==> src/rtl/jpeg_byte_packer.sv <==
// JPEG output stage: buffers stuffed 32-bit entropy words in a FIFO and serialises them MSB-first
// onto an 8-bit valid/ready stream, padding the last partial byte with 1s and optionally adding EOI.
module jpeg_byte_packer #(
  parameter int FIFO_DEPTH = 16,
  parameter bit ADD_EOI    = 1'b1
) (
  input  logic        clk,
  input  logic        rst_n,
  input  logic        in_valid,
  input  logic [31:0] in_data,
  input  logic [4:0]  in_bit_count,
  input  logic        in_last,
  output logic [7:0]  m_tdata,
  output logic        m_tvalid,
  input  logic        m_tready,
  output logic        m_tlast,
  output logic        frame_done,
  output logic [23:0] frame_bytes,
  output logic        overflow
);

  localparam int AW = $clog2(FIFO_DEPTH);
  localparam logic [AW:0] PTR_ONE = {{AW{1'b0}}, 1'b1};

  typedef enum logic [2:0] {
    IDLE   = 3'd0,
    LOAD   = 3'd1,
    DATA   = 3'd2,
    EOI_FF = 3'd3,
    EOI_D9 = 3'd4
  } state_t;

  function automatic logic [23:0] sat_inc(input logic [23:0] v);
    if (v == 24'hFF_FFFF) begin
      sat_inc = v;
    end else begin
      sat_inc = v + 24'd1;
    end
  endfunction

  logic [35:0]  mem_r [FIFO_DEPTH];
  logic [AW:0]  wr_ptr_r, rd_ptr_r;
  logic         empty_s, full_s, push_s, pop_s;
  logic [35:0]  wr_word_s, head_s;
  logic [2:0]   nbytes_s;
  logic         head_last_s, peek_s, fin_tlast_s, hs_s;
  logic [2:0]   head_nb_s;
  logic [31:0]  head_data_s;

  state_t       state_r, state_nx_s;
  logic [31:0]  shift_r, shift_nx_s;
  logic [2:0]   rem_r, rem_nx_s;
  logic         last_r, last_nx_s;
  logic         absorb_r, absorb_nx_s;
  logic [23:0]  cnt_r, cnt_nx_s;
  logic [7:0]   tdata_r, tdata_nx_s;
  logic         tvalid_r, tvalid_nx_s;
  logic         tlast_r, tlast_nx_s;
  logic         done_r, done_nx_s;
  logic [23:0]  fbytes_r, fbytes_nx_s;
  logic         overflow_r;

  assign empty_s     = (wr_ptr_r == rd_ptr_r);
  assign full_s      = (wr_ptr_r[AW] != rd_ptr_r[AW]) && (wr_ptr_r[AW-1:0] == rd_ptr_r[AW-1:0]);
  assign push_s      = in_valid && (!full_s || pop_s);
  assign head_s      = mem_r[rd_ptr_r[AW-1:0]];
  assign head_last_s = head_s[35];
  assign head_nb_s   = head_s[34:32];
  assign head_data_s = head_s[31:0];
  assign hs_s        = tvalid_r && m_tready;
  // An empty final word already queued lets the preceding data byte carry tlast when there is no EOI.
  // If it arrives after that byte is presented, the frame ends without tlast but frame_done still pulses.
  assign peek_s      = !empty_s && head_last_s && (head_nb_s == 3'd0);
  assign fin_tlast_s = (ADD_EOI == 1'b0) && (last_r || peek_s);

  // Word formatting: byte count and 1-padding of the final partial byte
  always_comb begin
    nbytes_s  = 3'd4;
    wr_word_s = {in_last, 3'd4, in_data};
    if (in_last) begin
      nbytes_s  = {1'b0, in_bit_count[4:3]} + {2'b00, |in_bit_count[2:0]};
      wr_word_s = {1'b1, nbytes_s, in_data | (32'hFFFF_FFFF >> in_bit_count)};
    end else begin
      nbytes_s  = 3'd4;
    end
  end

  // FIFO storage
  always_ff @(posedge clk) begin
    if (push_s) begin
      mem_r[wr_ptr_r[AW-1:0]] <= wr_word_s;
    end
  end

  // FIFO pointers and sticky overflow
  always_ff @(posedge clk or negedge rst_n) begin
    if (!rst_n) begin
      wr_ptr_r   <= '0;
      rd_ptr_r   <= '0;
      overflow_r <= 1'b0;
    end else begin
      if (push_s) wr_ptr_r <= wr_ptr_r + PTR_ONE;
      if (pop_s)  rd_ptr_r <= rd_ptr_r + PTR_ONE;
      if (in_valid && full_s && !pop_s) overflow_r <= 1'b1;
    end
  end

  // Serialiser next-state and registered-output logic
  always_comb begin
    state_nx_s  = state_r;
    shift_nx_s  = shift_r;
    rem_nx_s    = rem_r;
    last_nx_s   = last_r;
    absorb_nx_s = absorb_r;
    cnt_nx_s    = cnt_r;
    tdata_nx_s  = tdata_r;
    tvalid_nx_s = tvalid_r;
    tlast_nx_s  = tlast_r;
    done_nx_s   = 1'b0;
    fbytes_nx_s = fbytes_r;
    pop_s       = 1'b0;
    case (state_r)
      IDLE: begin
        if (!empty_s) begin
          pop_s      = 1'b1;
          shift_nx_s = head_data_s;
          rem_nx_s   = head_nb_s;
          last_nx_s  = head_last_s;
          state_nx_s = LOAD;
        end else begin
          state_nx_s = IDLE;
        end
      end
      LOAD: begin
        if (rem_r != 3'd0) begin
          state_nx_s  = DATA;
          tdata_nx_s  = shift_r[31:24];
          tvalid_nx_s = 1'b1;
          tlast_nx_s  = (rem_r == 3'd1) && fin_tlast_s;
          absorb_nx_s = (rem_r == 3'd1) && (ADD_EOI == 1'b0) && !last_r && peek_s;
        end else if (last_r && ADD_EOI) begin
          state_nx_s  = EOI_FF;
          tdata_nx_s  = 8'hFF;
          tvalid_nx_s = 1'b1;
          tlast_nx_s  = 1'b0;
        end else begin
          state_nx_s = IDLE;
          if (last_r) begin
            done_nx_s   = 1'b1;
            fbytes_nx_s = cnt_r;
            cnt_nx_s    = 24'd0;
          end else begin
            cnt_nx_s    = cnt_r;
          end
        end
      end
      DATA: begin
        if (hs_s) begin
          cnt_nx_s = sat_inc(cnt_r);
          if (rem_r > 3'd1) begin
            shift_nx_s  = {shift_r[23:0], 8'h00};
            rem_nx_s    = rem_r - 3'd1;
            tdata_nx_s  = shift_r[23:16];
            tlast_nx_s  = (rem_r == 3'd2) && fin_tlast_s;
            absorb_nx_s = (rem_r == 3'd2) && (ADD_EOI == 1'b0) && !last_r && peek_s;
          end else if (last_r || absorb_r) begin
            if (ADD_EOI) begin
              state_nx_s = EOI_FF;
              tdata_nx_s = 8'hFF;
              tlast_nx_s = 1'b0;
            end else begin
              pop_s       = absorb_r;
              absorb_nx_s = 1'b0;
              tvalid_nx_s = 1'b0;
              tlast_nx_s  = 1'b0;
              done_nx_s   = 1'b1;
              fbytes_nx_s = sat_inc(cnt_r);
              cnt_nx_s    = 24'd0;
              state_nx_s  = IDLE;
            end
          end else begin
            tvalid_nx_s = 1'b0;
            tlast_nx_s  = 1'b0;
            if (!empty_s) begin
              pop_s      = 1'b1;
              shift_nx_s = head_data_s;
              rem_nx_s   = head_nb_s;
              last_nx_s  = head_last_s;
              state_nx_s = LOAD;
            end else begin
              state_nx_s = IDLE;
            end
          end
        end else begin
          state_nx_s = DATA;
        end
      end
      EOI_FF: begin
        if (hs_s) begin
          cnt_nx_s   = sat_inc(cnt_r);
          tdata_nx_s = 8'hD9;
          tlast_nx_s = 1'b1;
          state_nx_s = EOI_D9;
        end else begin
          state_nx_s = EOI_FF;
        end
      end
      EOI_D9: begin
        if (hs_s) begin
          tvalid_nx_s = 1'b0;
          tlast_nx_s  = 1'b0;
          done_nx_s   = 1'b1;
          fbytes_nx_s = sat_inc(cnt_r);
          cnt_nx_s    = 24'd0;
          state_nx_s  = IDLE;
        end else begin
          state_nx_s = EOI_D9;
        end
      end
      default: begin
        state_nx_s  = IDLE;
        tvalid_nx_s = 1'b0;
        tlast_nx_s  = 1'b0;
      end
    endcase
  end

  // Serialiser state and output registers
  always_ff @(posedge clk or negedge rst_n) begin
    if (!rst_n) begin
      state_r  <= IDLE;
      shift_r  <= 32'd0;
      rem_r    <= 3'd0;
      last_r   <= 1'b0;
      absorb_r <= 1'b0;
      cnt_r    <= 24'd0;
      tdata_r  <= 8'd0;
      tvalid_r <= 1'b0;
      tlast_r  <= 1'b0;
      done_r   <= 1'b0;
      fbytes_r <= 24'd0;
    end else begin
      state_r  <= state_nx_s;
      shift_r  <= shift_nx_s;
      rem_r    <= rem_nx_s;
      last_r   <= last_nx_s;
      absorb_r <= absorb_nx_s;
      cnt_r    <= cnt_nx_s;
      tdata_r  <= tdata_nx_s;
      tvalid_r <= tvalid_nx_s;
      tlast_r  <= tlast_nx_s;
      done_r   <= done_nx_s;
      fbytes_r <= fbytes_nx_s;
    end
  end

  assign m_tdata     = tdata_r;
  assign m_tvalid    = tvalid_r;
  assign m_tlast     = tlast_r;
  assign frame_done  = done_r;
  assign frame_bytes = fbytes_r;
  assign overflow    = overflow_r;

endmodule
==> config.mk <==
export PLATFORM = sky130hd
export DESIGN_NAME = jpeg_byte_packer
export DESIGN_NICKNAME = d
export VERILOG_FILES = /design/src/rtl/jpeg_byte_packer.sv
export SDC_FILE = /design/constraint.sdc
export NUM_CORES = 1
export LEC_CHECK = 0
export ABC_AREA = 1
export BUFFER_PORTS_ARGS = -buffer_cell sky130_fd_sc_hd__buf_2
export CAP_MARGIN = 25
export CORE_ASPECT_RATIO = 0.5
export CORE_MARGIN = 5
export CORE_UTILIZATION = 60
export DETAILED_ROUTE_END_ITERATION = 12
export PLACE_DENSITY = 0.83
export SLEW_MARGIN = 20
export SYNTH_ARGS = -nofsm -noshare
export SYNTH_HDL_FRONTEND = slang
export SYNTH_SLANG_ARGS = --single-unit
==> constraint.sdc <==
create_clock -name clk -period 4.4 [get_ports clk]
set_input_delay 0.88 -clock clk [delete_from_list [all_inputs] [get_ports clk]]
set_output_delay 0.88 -clock clk [all_outputs]
set_load 0.03 [all_outputs]
# Word level (Yosys, flattened, before mapping)
# Memories as Yosys holds them, arrays and structs flattened.
# Cells that the tools add are included.
# classes
mux	60
reduce_logical	27
shifts	1
n_eq_ne	21
n_addsub	5
order_cmp	1
bitwise	3
# ops
operator	n
32-bit 2-to-1 mux	4
24-bit 2-to-1 mux	3
32-bit case mux with 2 select lines	1
8-bit 2-to-1 mux	6
24-bit case mux with 2 select lines	1
36-bit 2-to-1 mux	1
32-bit bitwise OR	1
32-bit by 5-bit right shift with 32-bit output, first input constant	1
1-bit 2-to-1 mux	25
24-bit by 1-bit adder with 24-bit output, second input constant	1
24-bit == test, second input constant	1
3-bit 2-to-1 mux	8
8-bit case mux with 3 select lines	1
3-bit case mux with 5 select lines	1
2-bit != test, second input constant	7
3-bit != test, second input constant	4
4-bit AND reduction	3
5-bit by 1-bit adder with 5-bit output, second input constant	2
1-bit case mux with 4 select lines	2
3-bit by 2-bit == test with 1-bit output, second input constant	2
2-bit 2-to-1 mux	3
1-bit case mux with 2 select lines	3
3-bit case mux with 2 select lines	1
3-bit AND reduction	2
21 further kinds	34
# totals
output_inout_bits	36
memories	1
input_bits	42
ram_bits	576
reg_bits	110
# memory_table
memory	depth	word_bits	read_ports	rd_ports_with_merged_regs	wr	line_no	rtl
mem_r	16	36	1	0	1	41	logic [35:0] mem_r [FIFO_DEPTH];

# Logic depth before layout (Yosys ltp)
# Gate-level depths: netlist of run 1.
# depth
word_depth	10
depth_mapped	14
mapped_depth_nobuf	12

# Worst setup path before layout of run 1
# Ideal clock, no wire load.
# synth_timing
path_type	input to register
start	input m_tready
end	memory mem_r[10][0] (enable)
t_required_ns	3.971
path_stages	9
t_arrival_ns	3.342
setup_time_ns	0.429
setup_slack_ns	0.629
cell_sequence	nand2_1 inv_1 a21oi_2 nor2_2 nand3_4 nand2_4 nand2_4 buf_4 nor2_1
# synth_via
elab_chain_cells	7
# synth_rtl
item	line_no	rtl
start: declaration	15	input logic m_tready,
1-bit logical AND	70	assign hs_s = tvalid_r && m_tready;
1-bit 2-to-1 mux	158	if (hs_s) begin
1-bit case mux with 2 select lines	122	case (state_r)
1-bit logical OR	65	assign push_s = in_valid && (!full_s || pop_s);
1-bit logical AND	65	
1-bit 2-to-1 mux	90	if (push_s) begin
1-bit 2-to-1 mux (not written as such)	91	mem_r[wr_ptr_r[AW-1:0]] <= wr_word_s;
end: declaration	41	
# Every way passes these cells.

# Worst setup path in the final report of run 1
# layout_timing
start	register rd_ptr_r[3]
end	memory mem_r[15][7] (enable)
# layout_via
elab_chain_cells	10
# layout_rtl
item	line_no	rtl
start: declaration	42	logic [AW:0] wr_ptr_r, rd_ptr_r;
start signal: assignment	103	if (pop_s) rd_ptr_r <= rd_ptr_r + PTR_ONE;
5-bit == test	63	assign empty_s = (wr_ptr_r == rd_ptr_r);
1-bit 2-to-1 mux	124, 184	
1-bit 2-to-1 mux	166	end else if (last_r || absorb_r) begin
1-bit 2-to-1 mux	160	if (rem_r > 3'd1) begin
1-bit 2-to-1 mux	158	
1-bit case mux with 2 select lines	122	
1-bit logical OR (*)	65	
1-bit logical AND (*)	65	
1-bit 2-to-1 mux (*)	90	
1-bit 2-to-1 mux (not written as such) (*)	91	
# Mark *: on every way between the ends. The rest lies on a longest branch, timed or not.

==> results of run 1 <==
[area by class of cell]
| cell class | count | area, µm² |
|---|---|---|
| inverter | 504 | 1900 |
| multi-input combinational | 1956 | 8720 |
| clock inverter | 32 | 353 |
| sequential | 685 | 20000 |
| timing repair buffer | 133 | 921 |
| clock buffer | 75 | 1550 |
| tap | 701 | 877 |
| fill | 3630 | 17400 |
[state kept, by name, indices dropped and copies added (netlist names)]
register / flops
cnt_r: 24
frame_bytes: 24
frame_done: 1
last_r: 1
m_tdata: 8
m_tlast: 1
m_tvalid: 1
mem_r: 576
overflow: 1
rd_ptr_r: 5
rem_r: 3
shift_r: 32
state_r: 3
wr_ptr_r: 5
[power breakdown]
group	leakage, nW	switching, mW	internal [mW]	total [mW]
Combinational	7.83	6.27	2.34	8.61
Clock	0.923	2.36	2.84	5.20
Sequential	6.55	0.414	7.90	8.31
Total	15.3	9.04	13.1	22.1
[metrics by stage]
| stage | setup WS [ns] | cell area [µm²] | cells | utilization | power, mW |
|---|---|---|---|---|---|
| 2_1_floorplan | 0.629 | 31300 | 3292 | - | 14.3 |
| 3_3_place_gp | 1.02 | 32400 | 3978 | 0.627 | 16.5 |
| 3_5_place_dp | 0.985 | 32400 | 3979 | 0.627 | 16.8 |
| 4_1_cts | 1.35 | 34300 | 4086 | 0.664 | 22.0 |
| 5_1_grt | 1.13 | 34400 | 4086 | 0.664 | 23.3 |
| 6_report | 1.29 | 34400 | 4086 | 0.664 | 22.1 |
[cell usage after synthesis, drive strengths merged, types with 18 or more instances]
library cell,count,share of area
clkbuf,28,0.0034
o21ai,55,0.0088
o211ai,22,0.0053
buf,119,0.020
inv,486,0.058
nand3,386,0.063
xor2,20,0.0056
dfrtp,109,0.087
edfxtp,576,0.55
clkinv,18,0.0022
a21oi,25,0.0041
nor2,200,0.026
nand2,1169,0.14
[worst max-delay path by stage]
stage,start,to,cells past startpoint
finish,rd_ptr_r[3]$_DFFE_PN0N_,mem_r[15][7]$_DFFE_PP_,8
global route,rd_ptr_r[0]$_DFFE_PN0N_,shift_r[28]$_DFFE_PN0P_,13
floorplan,m_tready,mem_r[10][0]$_DFFE_PP_,9
global placement,m_tready,mem_r[15][12]$_DFFE_PP_,10
CTS,rd_ptr_r[3]$_DFFE_PN0N_,mem_r[15][1]$_DFFE_PP_,8
detailed placement,m_tready,mem_r[15][12]$_DFFE_PP_,10
[cells by family (layout without fill, tap and decap cells)]
family | after synthesis | after routing | synth area share
compound gates | 131 | 131 | 0.0251
xor+xnor | 27 | 27 | 0.00757
fa+ha+maj | 14 | 14 | 0.00560
buf+inv | 651 | 744 | 0.0845
flops | 685 | 685 | 0.641
simple gates | 1784 | 1784 | 0.237
[per-layer routing]
| metal | vias to the layer above | share of wire | wire, µm |
|---|---|---|---|
| met2 | 1350 | 0.48 | 37200 |
| met5 | - | 0.00022 | 17 |
| met3 | 250 | 0.11 | 8690 |
| li1 | 10600 | - | - |
| met4 | 2 | 0.041 | 3220 |
| met1 | 10900 | 0.37 | 29200 |
[critical path, stage by stage (launching register included)]
cell and delay, ns:
dfrtp_1 0.82, xor2_1 0.25, nor2_2 0.07, nand3_2 0.09
nand3_4 0.12, nand2_4 0.13, nand2_4 0.29, nor2_4 0.70
buf_4 0.32
==> impl_metrics.tcl, run 1 <==
set metrics [dict create \
    status "finished clean" \
    power_density_nw_per_um2 644 \
    cts_sinks 685 \
    rows 59 \
    hold_viol 0 \
    report.final.setup_viol 0 \
    root_buffer "clkbuf_16" \
    ys_ff_latch 685 \
    routabilityCongestion 0.906 \
    ir_worst_vdd_mv 0.437 \
    synthArstFlopShare 0.159 \
    avgRoutedWirePerCell_um 19.2 \
    finalSetupTns_ns 0 \
    cp-end-kind "flip-flop" \
    relSlewSlack 0.327 \
    mostFrequentLayoutCell "nand2_1" \
    n_antenna_cell 0 \
    syn_inst 3292 \
    grt_util_met3 0.0629 \
    drt_pass1_iterations 7 \
    r2r_slack_ns 1.29 \
    hold_buffers 0 \
    hpwl_mm 45.4 \
    numCtsBuffers 57 \
    synth_edf_count 576 \
    coreArea_um2 51700 \
    ys_types 43 \
    cts_resized 0 \
    post_cts_buffers 0 \
    min_path_type "in -> async" \
    yosysSeqAreaShare 0.641 \
    slew_violations 0 \
    htree_levels 2 \
    final_cell_mix "nand2_1, edfxtp_1, inv_1" \
    critical_path_required_ns 4.74 \
    grt_pass1_wl_mm 122 \
    syn_nets 3348 \
    grt_busiest_layer "met2" \
    worstMarginPinSlew_ns 1.01 \
    cts_tree "done" \
    period_share 0.706 \
    grtUsageTotal 0.272 \
    path_clk_slew_ns 0.07 \
    r2r-end "mem_r[15][7]$_DFFE_PP_" \
    avgSynthCellArea_um2 9.49 \
    routed_wl_mm 78.3 \
    antenna_found_initial 1 \
    die_area_um2 57000 \
    grt_max_degree 175 \
    path_class "reg -> reg" \
    insertion_delay_ns 0.63 \
    start_kind "flip-flop" \
    nets 3393 \
    initialDrtViolationCount 3198 \
    drc 0 \
    cts_buffer_depth 3 \
    drive_above_1_share 0.0851 \
    grtUsageMet2 0.452 \
    io_buffers 77 \
    area_growth_syn_to_layout_pct 9.93 \
    path_max_fanout 21 \
    vias 23100 \
    clock_skew_ns 0.0308 \
    ios 78 \
    p_leak_nw 15.3 \
    die_h_um 171 \
    syn_area_um2 31300 \
    min_period_ns 3.11 \
    maxCapViolCount 0 \
    cp.arrival_ns 3.44 \
    reg2reg_depth 8 \
    holdWs_ns 0.376 \
    yosysWarnings 0 \
    die_w_um 333 \
    fmax_ghz 0.322 \
    synth_ff_type "edfxtp_1" \
    drtAntennaViolNets 0 \
    r2r-start "rd_ptr_r[3]$_DFFE_PN0N_" \
    start_util 0.604 \
    via_per_inst 5.65 \
    grt_setup_unrepaired "no" \
    gr-usage-met1 0.351 \
    grt_overflow_total 0 \
    grt_pass1_vias 22400 \
]
(Power assumes the default switching activity.)
==> run 2: changes to the inputs <==
- ABC_AREA: 1 -> 0
- clock period: 4.4 -> 3.1 ns (I/O delays scaled with it)
==> impl_metrics.tcl, run 2 <==
set metrics [dict create \
    hpwl_mm 41.7 \
    root_buffer "clkbuf_16" \
    start_kind "flip-flop" \
    finalSetupTns_ns 0 \
    critical_path_required_ns 3.59 \
    cp-endpoint "shift_r[13]$_DFFE_PN0P_" \
    drtAntennaViolNets 0 \
    synth_ff_type "edfxtp_1" \
    fmax_ghz 0.353 \
    maxCapViolCount 0 \
    nets 1679 \
    path_max_fanout 21 \
    drive_above_1_share 0.256 \
    area_growth_syn_to_layout_pct 12.5 \
    grt_setup_unrepaired "no" \
    grt_pass1_vias 16000 \
    yosysSeqAreaShare 0.729 \
    numCtsBuffers 56 \
    start_util 0.607 \
    syn_nets 1564 \
    routed.top_layer "met5" \
    power_density_nw_per_um2 904 \
    worstMarginPinSlew_ns 0.938 \
    crit_family "compound AO/OA/AOI/OAI gates" \
    status "finished clean" \
    die_h_um 161 \
    ir_worst_vdd_mv 0.712 \
    mostFrequentLayoutCell "edfxtp_1" \
    netlist_top_cells_count "edfxtp_1, mux4_2, dfrtp_1, nand2_1, o21ai_0" \
    yosysWarnings 0 \
    io_buffers 77 \
    post_cts_buffers 0 \
    period_share 0.914 \
    drc 0 \
    p_leak_nw 10.6 \
    cts_tree "done" \
    coreArea_um2 45200 \
    slowest_delay_ns 0.75 \
    critPathLaunch "rd_ptr_r[0]$_DFFE_PN0N_" \
    layoutNonFillerInstCount 2269 \
    avgSynthCellArea_um2 18.2 \
    cp-end-kind "flip-flop" \
    syn_inst 1508 \
    vias 16100 \
    synthArstFlopShare 0.159 \
    r2r-end "shift_r[13]$_DFFE_PN0P_" \
    slowest_stage "dfrtp_4" \
    cts_buffer_depth 3 \
    avgRoutedWirePerCell_um 31.4 \
    synth_most_common_cell "edfxtp_1" \
    cts_sinks 685 \
    ys_types 60 \
    drt_pass1_iterations 6 \
    reg2reg_depth 6 \
    cp.arrival_ns 3.33 \
    via_per_inst 7.10 \
    die_w_um 313 \
    route.met3.wl_mm 10.3 \
    initialDrtViolationCount 2626 \
    relSlewSlack 0.375 \
    path_clk_slew_ns 0.08 \
    crit_buf_inv 2 \
    hold_buffers 0 \
    routabilityCongestion 0.914 \
    die_area_um2 50400 \
    dpl.cell_count 2163 \
    wl_met2_mm 33.7 \
    fill_cells 2528 \
    synth_top_area_share 0.630 \
    hold_viol 0 \
    min_period_ns 2.83 \
    grt_max_degree 77 \
    htree_levels 2 \
    r2r-start "rd_ptr_r[0]$_DFFE_PN0N_" \
    met1_length_mm 24.6 \
    grt_pass1_wl_mm 107 \
    worstPathCellList "buf_12, mux4_2, a22o_1, a221oi_1, buf_4, a21oi_1" \
    grtUsageTotal 0.284 \
    synth.largest_area_cell "edfxtp_1" \
    utilization 0.683 \
    final_cell_mix "edfxtp_1, mux4_2, dfrtp_1" \
    grt_overflow_total 0 \
    rows 55 \
    largest_reg_flops 576 \
    routed_wl_mm 71.2 \
    ios 78 \
    slew_violations 0 \
    cp.depth 6 \
    synth_edf_count 576 \
    path_class "reg -> reg" \
    antenna_found_initial 4 \
    clock_skew_ns 0.0378 \
    insertion_delay_ns 0.63 \
    min_path_type "in -> async" \
    report.final.setup_viol 0 \
    r2r_slack_ns 0.27 \
    synthTopCellsByArea "edfxtp_1, mux4_2, dfrtp_1" \
    ys_ff_latch 685 \
    n_antenna_cell 0 \
    syn_area_um2 27500 \
]
run 2: cell families after synthesis:
family                     count (synthesis)  synth area share
xor gates and xnor gates                  35            0.0112
buffers and inverters                    118            0.0195
adders and majority gates                 14           0.00638
AOI/OAI and AO/OA                        299            0.0718
and+or+nand+nor                          200            0.0390
muxes                                    157             0.123
DFF                                      685             0.729
run 2: worst min path at each step:
stage / endpoint / slack (ns) / cells after the start
2_1_floorplan: cnt_r[0]$_DFFE_PN0P_ / 0.32 / 0
3_3_place_gp: overflow$_DFFE_PN0P_ / 0.45 / 1
3_5_place_dp: overflow$_DFFE_PN0P_ / 0.46 / 1
4_1_cts: frame_bytes[9]$_DFFE_PN0P_ / 0.05 / 1
5_1_grt: frame_bytes[11]$_DFFE_PN0P_ / 0.1 / 1
6_report: frame_bytes[11]$_DFFE_PN0P_ / 0.04 / 1
run 2: metal layers:
metal / GRT usage / vias to the layer above
met3: 0.0813 / 202
li1: - / 6350
met5: 0 / -
met1: 0.389 / 8058
met4: 0.0884 / 6
met2: 0.454 / 1494
run 2: worst reg2reg max path: stages, from the launching register on:
cell and delay, ns:
dfrtp_4 0.75, buf_12 0.29, mux4_2 0.60, a22o_1 0.30
a221oi_1 0.50, buf_4 0.22, a21oi_1 0.06
run 2: per-stage QoR:
step	worst slack [ns]	hold slack (ns)	area, µm²	total power, mW
final	0.267	0.0403	30900	27.9
after global routing	0.203	0.0958	30900	28.9
after CTS	0.0830	0.0509	30900	27.8
after detailed placement	0.182	0.464	29000	20.4
after global placement	0.172	0.450	29000	20.1
after floorplan	0.0915	0.324	27500	17.2
run 2: report_power, final:
part	leakage [nW]	switching (mW)	internal (mW)	total [mW]
combinational	3.15	5.18	3.61	8.79
clock	0.902	3.41	3.81	7.22
sequential	6.54	0.723	11.2	11.9
run 2: layout make-up:
class                   count  area, µm²  share of cell area
inverters                  23       86.3             0.00279
clock inverters            37        350              0.0113
repair buffers            152       1240              0.0401
clock buffers              69       1490              0.0484
multi-input cells         705       6940               0.225
well taps                 598        748              0.0242
flip-flops and latches    685      20000               0.648
run 2: timing repair:
action | in CTS | in global routing
hold endpoints to repair | 0 | 0
setup endpoints to repair | 0 | 428
resized for setup | 0 | 1
